**config.mk**
```make
export PLATFORM = sky130hd
export DESIGN_NAME = decode_stage_flat
export DESIGN_NICKNAME = d
export VERILOG_FILES = /design/src/rtl/decode_pkg.sv /design/src/rtl/decode_if.sv /design/src/rtl/decode_stage_reg_file.sv /design/src/rtl/decode_stage.sv /design/src/flat_wrapper.sv
export SDC_FILE = /design/constraint.sdc
export NUM_CORES = 2
export LEC_CHECK = 0
export BUFFER_PORTS_ARGS = -buffer_cell sky130_fd_sc_hd__buf_2
export CORE_UTILIZATION = 40
export CTS_BUF_LIST = sky130_fd_sc_hd__clkbuf_8
export DETAILED_ROUTE_END_ITERATION = 7
export HOLD_SLACK_MARGIN = 0.15
export SETUP_SLACK_MARGIN = 0.4
export SYNTH_ARGS = -nofsm -noshare
export SYNTH_HDL_FRONTEND = slang
export SYNTH_HIERARCHICAL = 1
export SYNTH_SLANG_ARGS = --single-unit
```
**constraint.sdc**
```tcl
create_clock -name clk -period 3.6 [get_ports clk]
set_input_delay 0.18 -clock clk [delete_from_list [all_inputs] [get_ports clk]]
set_output_delay 0.18 -clock clk [all_outputs]
set_load 0.005 [all_outputs]
```
**src/rtl/decode_pkg.sv**
```systemverilog
`default_nettype none
// ============================================================================
//  Module   : decode_pkg
//  Purpose  : Shared encodings and types for the RV32I-subset decode stage:
//             opcode/funct3/funct7 constants, ALU control enum, the packed
//             control bundle and the control decoder function.
//  Ports    : none (package)
//  Revision : 1.0  initial release
// ============================================================================
package decode_pkg;

    // Major opcodes of the supported subset
    localparam logic [6:0] c_OP_IMM    = 7'b0010011;
    localparam logic [6:0] c_OP_REG    = 7'b0110011;
    localparam logic [6:0] c_OP_LOAD   = 7'b0000011;
    localparam logic [6:0] c_OP_STORE  = 7'b0100011;
    localparam logic [6:0] c_OP_BRANCH = 7'b1100011;

    localparam logic [2:0] c_F3_ADD = 3'b000;
    localparam logic [2:0] c_F3_LW  = 3'b010;
    localparam logic [2:0] c_F3_SW  = 3'b010;
    localparam logic [2:0] c_F3_BNE = 3'b001;

    localparam logic [6:0] c_F7_ADD = 7'b0000000;
    localparam logic [6:0] c_F7_SUB = 7'b0100000;

    typedef enum logic [2:0] {
        ALU_ADD = 3'b000,
        ALU_SUB = 3'b001
    } alu_ctrl_t;

    typedef struct packed {
        alu_ctrl_t alu_ctrl;
        logic      alu_src;
        logic      reg_write;
        logic      mem_read;
        logic      mem_write;
        logic      branch_ne;
        logic      illegal;
    } ctrl_t;

    // Starts from "illegal" and clears it only on a fully matched encoding,
    // so every unlisted opcode/funct combination falls out as illegal with
    // all side-effecting controls low.
    function automatic ctrl_t decode_ctrl(input logic [6:0] opcode,
                                          input logic [2:0] funct3,
                                          input logic [6:0] funct7);
        ctrl_t c;
        c           = '0;
        c.alu_ctrl  = ALU_ADD;
        c.illegal   = 1'b1;
        case (opcode)
            c_OP_IMM: begin
                if (funct3 == c_F3_ADD) begin
                    c.alu_src   = 1'b1;
                    c.reg_write = 1'b1;
                    c.illegal   = 1'b0;
                end
            end
            c_OP_REG: begin
                if (funct3 == c_F3_ADD && funct7 == c_F7_ADD) begin
                    c.reg_write = 1'b1;
                    c.illegal   = 1'b0;
                end else if (funct3 == c_F3_ADD && funct7 == c_F7_SUB) begin
                    c.alu_ctrl  = ALU_SUB;
                    c.reg_write = 1'b1;
                    c.illegal   = 1'b0;
                end
            end
            c_OP_LOAD: begin
                if (funct3 == c_F3_LW) begin
                    c.alu_src   = 1'b1;
                    c.mem_read  = 1'b1;
                    c.reg_write = 1'b1;
                    c.illegal   = 1'b0;
                end
            end
            c_OP_STORE: begin
                if (funct3 == c_F3_SW) begin
                    c.alu_src   = 1'b1;
                    c.mem_write = 1'b1;
                    c.illegal   = 1'b0;
                end
            end
            c_OP_BRANCH: begin
                if (funct3 == c_F3_BNE) begin
                    c.alu_ctrl  = ALU_SUB;
                    c.branch_ne = 1'b1;
                    c.illegal   = 1'b0;
                end
            end
            default: ;
        endcase
        return c;
    endfunction

endpackage
`default_nettype wire

```
**src/rtl/decode_if.sv**
```systemverilog
`default_nettype none
// ============================================================================
//  Module   : decode_if
//  Purpose  : Bundles the fetch-side input handshake, writeback port and the
//             execute-side output handshake/payload of the decode stage.
//  Ports    : master = fetch/writeback/execute side (drives instr, pc, flush,
//             wb_*, out_ready); slave = decode stage (drives in_ready, out_*).
//  Revision : 1.0  initial release
// ============================================================================
interface decode_if #(
    parameter int WIDTH      = 32,
    parameter int ADDR_WIDTH = 5
);
    logic                  in_valid;
    logic                  in_ready;
    logic [31:0]           instr;
    logic [WIDTH-1:0]      pc;
    logic                  flush;
    logic                  wb_en;
    logic [ADDR_WIDTH-1:0] wb_addr;
    logic [WIDTH-1:0]      wb_data;
    logic                  out_valid;
    logic                  out_ready;
    logic [WIDTH-1:0]      out_pc;
    logic [WIDTH-1:0]      rs1_data;
    logic [WIDTH-1:0]      rs2_data;
    logic [WIDTH-1:0]      imm_op;
    logic [ADDR_WIDTH-1:0] rd_addr;
    logic [2:0]            alu_ctrl;
    logic                  alu_src;
    logic                  reg_write;
    logic                  mem_read;
    logic                  mem_write;
    logic                  branch_ne;
    logic                  illegal;

    modport master (
        output in_valid, instr, pc, flush, wb_en, wb_addr, wb_data, out_ready,
        input  in_ready, out_valid, out_pc, rs1_data, rs2_data, imm_op,
               rd_addr, alu_ctrl, alu_src, reg_write, mem_read, mem_write,
               branch_ne, illegal
    );

    modport slave (
        input  in_valid, instr, pc, flush, wb_en, wb_addr, wb_data, out_ready,
        output in_ready, out_valid, out_pc, rs1_data, rs2_data, imm_op,
               rd_addr, alu_ctrl, alu_src, reg_write, mem_read, mem_write,
               branch_ne, illegal
    );
endinterface
`default_nettype wire

```
**src/rtl/decode_stage_reg_file.sv**
```systemverilog
`default_nettype none
// ============================================================================
//  Module   : decode_stage_reg_file
//  Purpose  : 2**ADDR_WIDTH x WIDTH register file, one synchronous write
//             port and two combinational read ports. x0 reads as zero and a
//             same-cycle write to a read index is forwarded to that read.
//  Ports    : clk, rst (sync, active-low), wb_en/wb_addr/wb_data write port,
//             rs1_addr/rs1_data and rs2_addr/rs2_data read ports.
//  Revision : 1.0  initial release
// ============================================================================
module decode_stage_reg_file #(
    parameter int WIDTH      = 32,
    parameter int ADDR_WIDTH = 5
) (
    input  logic                  clk,
    input  logic                  rst,
    input  logic                  wb_en,
    input  logic [ADDR_WIDTH-1:0] wb_addr,
    input  logic [WIDTH-1:0]      wb_data,
    input  logic [ADDR_WIDTH-1:0] rs1_addr,
    output logic [WIDTH-1:0]      rs1_data,
    input  logic [ADDR_WIDTH-1:0] rs2_addr,
    output logic [WIDTH-1:0]      rs2_data
);
    localparam int c_DEPTH = 2 ** ADDR_WIDTH;

    logic [WIDTH-1:0] r_regs [c_DEPTH];
    logic             w_wr;

    assign w_wr = wb_en && (wb_addr != '0);

    always_ff @(posedge clk) begin
        if (!rst) begin
            for (int i = 0; i < c_DEPTH; i++) begin
                r_regs[i] <= '0;
            end
        end else if (w_wr) begin
            r_regs[wb_addr] <= wb_data;
        end
    end

    // w_wr already excludes x0, so the bypass can never leak a value into x0
    always_comb begin
        rs1_data = '0;
        if (rs1_addr != '0) begin
            rs1_data = (w_wr && wb_addr == rs1_addr) ? wb_data : r_regs[rs1_addr];
        end
    end

    always_comb begin
        rs2_data = '0;
        if (rs2_addr != '0) begin
            rs2_data = (w_wr && wb_addr == rs2_addr) ? wb_data : r_regs[rs2_addr];
        end
    end
endmodule
`default_nettype wire

```
**src/rtl/decode_stage.sv**
```systemverilog
`default_nettype none
// ============================================================================
//  Module   : decode_stage
//  Purpose  : RV32I-subset decode (addi, add, sub, lw, sw, bne). Reads
//             operands, builds the sign-extended immediate and control word,
//             and hands a one-entry registered bundle to execute over a
//             valid/ready handshake.
//  Ports    : clk, rst (sync, active-low), bus (decode_if.slave): fetch
//             in_valid/in_ready/instr/pc, flush, writeback wb_*, and execute
//             out_valid/out_ready plus decoded payload.
//  Revision : 1.0  initial release
// ============================================================================
module decode_stage
    import decode_pkg::*;
#(
    parameter int WIDTH      = 32,
    parameter int ADDR_WIDTH = 5
) (
    input  logic     clk,
    input  logic     rst,
    decode_if.slave  bus
);
    logic [6:0]            w_opcode;
    logic [2:0]            w_funct3;
    logic [6:0]            w_funct7;
    ctrl_t                 w_ctrl;
    logic [WIDTH-1:0]      w_imm;
    logic [WIDTH-1:0]      w_rs1_data;
    logic [WIDTH-1:0]      w_rs2_data;
    logic                  w_in_ready;
    logic                  w_accept;

    logic                  r_out_valid;
    logic [WIDTH-1:0]      r_pc;
    logic [WIDTH-1:0]      r_rs1_data;
    logic [WIDTH-1:0]      r_rs2_data;
    logic [WIDTH-1:0]      r_imm;
    logic [ADDR_WIDTH-1:0] r_rd_addr;
    ctrl_t                 r_ctrl;

    assign w_opcode = bus.instr[6:0];
    assign w_funct3 = bus.instr[14:12];
    assign w_funct7 = bus.instr[31:25];
    assign w_ctrl   = decode_ctrl(w_opcode, w_funct3, w_funct7);

    // Immediate is forced to zero for illegal encodings so a bad instruction
    // can never carry a stray offset downstream.
    always_comb begin
        w_imm = '0;
        if (!w_ctrl.illegal) begin
            case (w_opcode)
                c_OP_IMM, c_OP_LOAD:
                    w_imm = {{(WIDTH-12){bus.instr[31]}}, bus.instr[31:20]};
                c_OP_STORE:
                    w_imm = {{(WIDTH-12){bus.instr[31]}}, bus.instr[31:25],
                             bus.instr[11:7]};
                c_OP_BRANCH:
                    w_imm = {{(WIDTH-13){bus.instr[31]}}, bus.instr[31],
                             bus.instr[7], bus.instr[30:25], bus.instr[11:8],
                             1'b0};
                default:
                    w_imm = '0;
            endcase
        end
    end

    decode_stage_reg_file #(
        .WIDTH      (WIDTH),
        .ADDR_WIDTH (ADDR_WIDTH)
    ) u_reg_file (
        .clk      (clk),
        .rst      (rst),
        .wb_en    (bus.wb_en),
        .wb_addr  (bus.wb_addr),
        .wb_data  (bus.wb_data),
        .rs1_addr (bus.instr[15 +: ADDR_WIDTH]),
        .rs1_data (w_rs1_data),
        .rs2_addr (bus.instr[20 +: ADDR_WIDTH]),
        .rs2_data (w_rs2_data)
    );

    // Ready depends only on the output slot, never on in_valid, so fetch can
    // compute its own valid from ready without a combinational loop.
    assign w_in_ready = !r_out_valid || bus.out_ready;
    assign w_accept   = bus.in_valid && w_in_ready;

    always_ff @(posedge clk) begin
        if (!rst) begin
            r_out_valid <= 1'b0;
            r_pc        <= '0;
            r_rs1_data  <= '0;
            r_rs2_data  <= '0;
            r_imm       <= '0;
            r_rd_addr   <= '0;
            r_ctrl      <= '0;
        end else begin
            // Flush wins over both a fresh capture and a held bundle
            if (bus.flush) begin
                r_out_valid <= 1'b0;
            end else if (w_accept) begin
                r_out_valid <= 1'b1;
            end else if (bus.out_ready) begin
                r_out_valid <= 1'b0;
            end

            if (w_accept) begin
                r_pc       <= bus.pc;
                r_rs1_data <= w_rs1_data;
                r_rs2_data <= w_rs2_data;
                r_imm      <= w_imm;
                r_rd_addr  <= bus.instr[7 +: ADDR_WIDTH];
                r_ctrl     <= w_ctrl;
            end
        end
    end

    assign bus.in_ready  = w_in_ready;
    assign bus.out_valid = r_out_valid;
    assign bus.out_pc    = r_pc;
    assign bus.rs1_data  = r_rs1_data;
    assign bus.rs2_data  = r_rs2_data;
    assign bus.imm_op    = r_imm;
    assign bus.rd_addr   = r_rd_addr;
    assign bus.alu_ctrl  = r_ctrl.alu_ctrl;
    assign bus.alu_src   = r_ctrl.alu_src;
    assign bus.reg_write = r_ctrl.reg_write;
    assign bus.mem_read  = r_ctrl.mem_read;
    assign bus.mem_write = r_ctrl.mem_write;
    assign bus.branch_ne = r_ctrl.branch_ne;
    assign bus.illegal   = r_ctrl.illegal;
endmodule
`default_nettype wire

```
**src/flat_wrapper.sv**
```systemverilog
// flat-port wrapper written by rule: the top's interface ports become plain ports
module decode_stage_flat import decode_pkg::*;
#(
    parameter int WIDTH      = 32,
    parameter int ADDR_WIDTH = 5
)
  (clk, rst, bus_in_valid, bus_instr, bus_pc, bus_flush, bus_wb_en, bus_wb_addr, bus_wb_data, bus_out_ready, bus_in_ready, bus_out_valid, bus_out_pc, bus_rs1_data, bus_rs2_data, bus_imm_op, bus_rd_addr, bus_alu_ctrl, bus_alu_src, bus_reg_write, bus_mem_read, bus_mem_write, bus_branch_ne, bus_illegal);
  decode_if #(.WIDTH(WIDTH), .ADDR_WIDTH(ADDR_WIDTH)) bus_i ();
  input  logic clk;
  input  logic rst;
  input wire logic [$bits(bus_i.in_valid)-1:0] bus_in_valid;
  input wire logic [$bits(bus_i.instr)-1:0] bus_instr;
  input wire logic [$bits(bus_i.pc)-1:0] bus_pc;
  input wire logic [$bits(bus_i.flush)-1:0] bus_flush;
  input wire logic [$bits(bus_i.wb_en)-1:0] bus_wb_en;
  input wire logic [$bits(bus_i.wb_addr)-1:0] bus_wb_addr;
  input wire logic [$bits(bus_i.wb_data)-1:0] bus_wb_data;
  input wire logic [$bits(bus_i.out_ready)-1:0] bus_out_ready;
  output wire logic [$bits(bus_i.in_ready)-1:0] bus_in_ready;
  output wire logic [$bits(bus_i.out_valid)-1:0] bus_out_valid;
  output wire logic [$bits(bus_i.out_pc)-1:0] bus_out_pc;
  output wire logic [$bits(bus_i.rs1_data)-1:0] bus_rs1_data;
  output wire logic [$bits(bus_i.rs2_data)-1:0] bus_rs2_data;
  output wire logic [$bits(bus_i.imm_op)-1:0] bus_imm_op;
  output wire logic [$bits(bus_i.rd_addr)-1:0] bus_rd_addr;
  output wire logic [$bits(bus_i.alu_ctrl)-1:0] bus_alu_ctrl;
  output wire logic [$bits(bus_i.alu_src)-1:0] bus_alu_src;
  output wire logic [$bits(bus_i.reg_write)-1:0] bus_reg_write;
  output wire logic [$bits(bus_i.mem_read)-1:0] bus_mem_read;
  output wire logic [$bits(bus_i.mem_write)-1:0] bus_mem_write;
  output wire logic [$bits(bus_i.branch_ne)-1:0] bus_branch_ne;
  output wire logic [$bits(bus_i.illegal)-1:0] bus_illegal;
  assign bus_i.in_valid = bus_in_valid;
  assign bus_i.instr = bus_instr;
  assign bus_i.pc = bus_pc;
  assign bus_i.flush = bus_flush;
  assign bus_i.wb_en = bus_wb_en;
  assign bus_i.wb_addr = bus_wb_addr;
  assign bus_i.wb_data = bus_wb_data;
  assign bus_i.out_ready = bus_out_ready;
  assign bus_in_ready = bus_i.in_ready;
  assign bus_out_valid = bus_i.out_valid;
  assign bus_out_pc = bus_i.out_pc;
  assign bus_rs1_data = bus_i.rs1_data;
  assign bus_rs2_data = bus_i.rs2_data;
  assign bus_imm_op = bus_i.imm_op;
  assign bus_rd_addr = bus_i.rd_addr;
  assign bus_alu_ctrl = bus_i.alu_ctrl;
  assign bus_alu_src = bus_i.alu_src;
  assign bus_reg_write = bus_i.reg_write;
  assign bus_mem_read = bus_i.mem_read;
  assign bus_mem_write = bus_i.mem_write;
  assign bus_branch_ne = bus_i.branch_ne;
  assign bus_illegal = bus_i.illegal;
  decode_stage #(.WIDTH(WIDTH), .ADDR_WIDTH(ADDR_WIDTH)) u_core (.clk(clk), .rst(rst), .bus(bus_i));
endmodule
```
==> reports/summary.md <==
The flow ran to the end, and the final reports show no timing, DRC or antenna violations. For this run, the top clock speed supported by timing is 314 MHz. Sequential cells were found to cover 55.4% of the synthesized design area. The basic-gate share of the synthesized area counting and, or, nand and nor cells was 13.8%. The run gives 7354 as the violation count after the first detailed-routing iteration. Between clock sinks in the finished design, the worst skew comes to 0.0548 ns. The share of Yosys cell area claimed by the top area cell type is 51.3%, and the number of register bits inferred by synthesis is 1146. After the flow finishes, the layout carries non-filler instances totaling 6919.

Post-route DRC violation count: 0. By count the netlist is led by sky130_fd_sc_hd__edfxtp_1 (1024), sky130_fd_sc_hd__and2_1 (997), sky130_fd_sc_hd__mux4_2 (376), sky130_fd_sc_hd__clkbuf_1 (320), sky130_fd_sc_hd__mux2i_1 (269). The number of distinct library cell variants in the gate-level netlist after synthesis was 67.

The worst-case vdd ir drop came out at 0.000350 V. Yosys mapped a number of flops with a built-in enable equal to 1024. The number of primary I/O pins is 251, and the tightest hold margin is 0.286 ns. The number of warnings printed during yosys synthesis was 6. The power per standard cell area is 448 mW/mm2, and the slew at the pin closest to its max-slew limit is 1.35 ns.

The adder-cell area share of the yosys netlist was 0%. Among all flip-flop cells after synthesis, the most frequent one is sky130_fd_sc_hd__edfxtp_1. Setup violations remaining at the end of the flow were counted as 0. Summing internal, switching and leakage power gives 31.6 mW. The clock latency at the later pin of the worst-skew pair is 0.98 ns, and the synthesized-area fraction occupied by xor and xnor cells is 0.161%.

The worst setup path is captured at a register. Setup repair after global routing left no endpoint under its margin. The min-delay analysis places its worst path in the category in2reg.

The routed wire length per instance was 36.5 um; the area of the core was 0.148 mm2. sky130_fd_sc_hd__edfxtp_1 takes more of the synthesized area than any other cell. The total overflow left after global routing is 0.

For the global-route wire length before repair, the log shows 343000 um. For the tightest slew margin relative to the limit, the log shows 9.98%. The logs give 4.08 ns for the arrival time of the worst setup path and 40.5% for the effective utilization at floorplan. Summed over all failing endpoints, the final setup total negative slack is 0 ns. Relative to the synthesized area, the layout overhead comes to 17.7%. Sorting the synthesized cells by area gives the leading types as sky130_fd_sc_hd__edfxtp_1 (51%), sky130_fd_sc_hd__mux4_2 (14%), sky130_fd_sc_hd__and2_1 (10%). By area, the combinational part of the netlist is dominated by multiplexers. In this run the register-to-register setup slack is 0.41 ns.

The tools report the number of maximum-capacitance violations as 0. The tools report the number of buffers inserted during clock tree synthesis as 193. The die is 389 um wide. In the routed layout, each cell is associated on average with a via count of 6.49. Entering global routing, the biggest net connects 107 pins.

In this run the vertical extent of the chip is 389 um. After synthesis the cells add up to 0.0600 mm2. The start-to-end type of the worst setup path was reg2reg. On the worst path, the slowest cell contributes a delay of 0.83 ns. The worst-path cell with the longest stage delay is sky130_fd_sc_hd__and2_2.

The share of the cycle needed by the critical path after routing was 88.5%; the via count of the first global-routing pass was 42968. The final max-slew violation count is 0, and the complex-gate fraction of the synthesized area is 7.03%. Library cell with the highest instance count after synthesis: sky130_fd_sc_hd__edfxtp_1.

TritonCTS built the clock tree. The number of port buffers works out to 248. The first detailed-routing pass ran for 6 iterations. The logs give 0 for the number of nets still failing antenna checks after routing and 141 for the site row count. Counting every sink on the clock net gives 1146. The tools report the number of vias after detailed routing as 44881. Synthesis handed over a netlist of 4366 instances. The post-detailed-routing wire length was 252000 um; the post-synthesis async set-or-reset flop share was 0%. Dividing the synthesized area by the synthesized cell count gives 13.7 um2. Worst path required time: 4.50 ns. Area after detailed placement: 0.0645 mm2. After clock tree synthesis, the clock-pin slew on the worst setup and hold paths is 0.07 ns. The multiplexer fraction of the synthesized cell area is 19.8%. Including well taps, the total number of placed cells is 6313.

The critical path goes through nand2b_1, and2_2, buf_4, nand2_1, a21boi_0, dlygate4sd3_1. In the final layout, the share of cells above drive strength 1 is 25.5%. The finished cells cover 0.0706 mm2. The final number of hold-violating endpoints was 0; the maximum net fanout on the critical path was 28.

The number of nets in the layout is 4911, and the die outline area is 0.151 mm2. Clock tree synthesis selected as its root buffer the cell sky130_fd_sc_hd__clkbuf_8. The worst setup path is launched from a register. The deepest level of the CTS H-tree was 4. Detailed placement ended at an HPWL of 150000 um.

At the end of routability-driven placement, the weighted congestion stood at 0.932. The analysis attributes to cell leakage a power of 25.7 nW. Buffer depth of the longest clock path: 3. The run gives 32.5% as the total track usage.

The worst path needs 3.19 ns of the cycle, external delays included. For the initial antenna violation count, the log shows 34.
==> final timing paths <==
check,startpoint,end,cells after the start
worst max-delay path,u_core/bus.out_valid,u_core/bus.out_pc[23],6
worst min-delay path,bus_instr[28],u_core/bus.imm_op[11],7
worst max register to register,u_core/bus.out_valid,u_core/bus.out_pc[23],6
worst min register to register,u_core/bus.imm_op[11],u_core/bus.imm_op[11],2
==> cell usage in the layout, fill, tap and decap left out, types with 65 or more instances in the layout <==
cell and n:
sky130_fd_sc_hd__edfxtp_1 1024, sky130_fd_sc_hd__and2_1 995, sky130_fd_sc_hd__mux4_2 376, sky130_fd_sc_hd__mux2i_1 269, sky130_fd_sc_hd__nand2_1 267, sky130_fd_sc_hd__buf_2 241
sky130_fd_sc_hd__dlygate4sd3_1 223, sky130_fd_sc_hd__clkbuf_8 215, sky130_fd_sc_hd__buf_4 164, sky130_fd_sc_hd__dfxtp_1 122, sky130_fd_sc_hd__a21boi_0 105, sky130_fd_sc_hd__inv_1 74
sky130_fd_sc_hd__o221ai_1 69, sky130_fd_sc_hd__mux2_2 65
==> flip-flops by register name, summed over array words and instances (netlist names) <==
signal,count
u_core/bus.rs2_data,32
u_core/bus.out_valid,1
u_core/bus.mem_write,1
u_core/bus.rd_addr,5
u_core/bus.branch_ne,1
u_core/bus.alu_src,1
u_core/bus.illegal,1
u_core/u_reg_file/r_regs,1024
u_core/bus.alu_ctrl,1
u_core/bus.imm_op,13
u_core/bus.out_pc,32
u_core/bus.reg_write,1
u_core/bus.rs1_data,32
u_core/bus.mem_read,1
==> where the power goes <==
part	switching, mW	internal [mW]	total (mW)	leakage [nW]
logic	2.63	1.75	4.38	12.8
clock network	5.77	5.76	11.5	2.17
registers	0.476	15.2	15.7	10.8
total	8.88	22.7	31.6	25.7
==> metal layers <==
| layer | vias up | share of wire [%] | global-route usage [%] |
|---|---|---|---|
| met4 | 22 | 5.0 | 15.2 |
| met5 | - | 0.078 | 0.287 |
| met1 | 22799 | 37 | 43.0 |
| met2 | 3818 | 43 | 48.4 |
| li1 | 17457 | - | - |
| met3 | 785 | 14 | 10.6 |
==> metrics by stage <==
stage / util (%) / setup WS (ns)
after global placement: 43.5 / 0.554
after floorplan: - / -0.138
after CTS: 47.6 / 0.478
after detailed placement: 43.5 / 0.529
final: 47.6 / 0.414
after global routing: 47.6 / 0.430
==> logic make-up after synthesis <==
group | count (synthesis)
simple gates | 1466
flops | 1146
mux | 710
compound gates | 546
buf+inv | 485
xor+xnor | 11
other cells | 2
==> worst max-delay path, delay by kind of cell (launching register included) <==
family                 cells  cell delay (ns)
AOI/OAI and AO/OA          1             0.25
and+or+nand+nor            3             1.48
DFF                        1             0.31
buffers and inverters      2             1.06
==> cell type report <==
type                    instances  area [um2]
clock buffers                 214        2950
repair buffers                690        5850
clock inverters               143         771
diodes                         23        57.6
multi-input cells            2769       25300
fillers                     12767       77600
well taps                    1930        2410
inverters                       4        16.3
flip-flops and latches       1146       33200
==> repair_timing <==
| item | 4_1_cts | 5_1_grt |
|---|---|---|
| hold buffers | 224 | 0 |
| hold endpoints to repair | 1158 | 0 |
| resized for setup | 0 | 1 |
| setup buffers | 0 | 0 |
| setup endpoints to repair | 0 | 2 |
(Power assumes the default switching activity.)
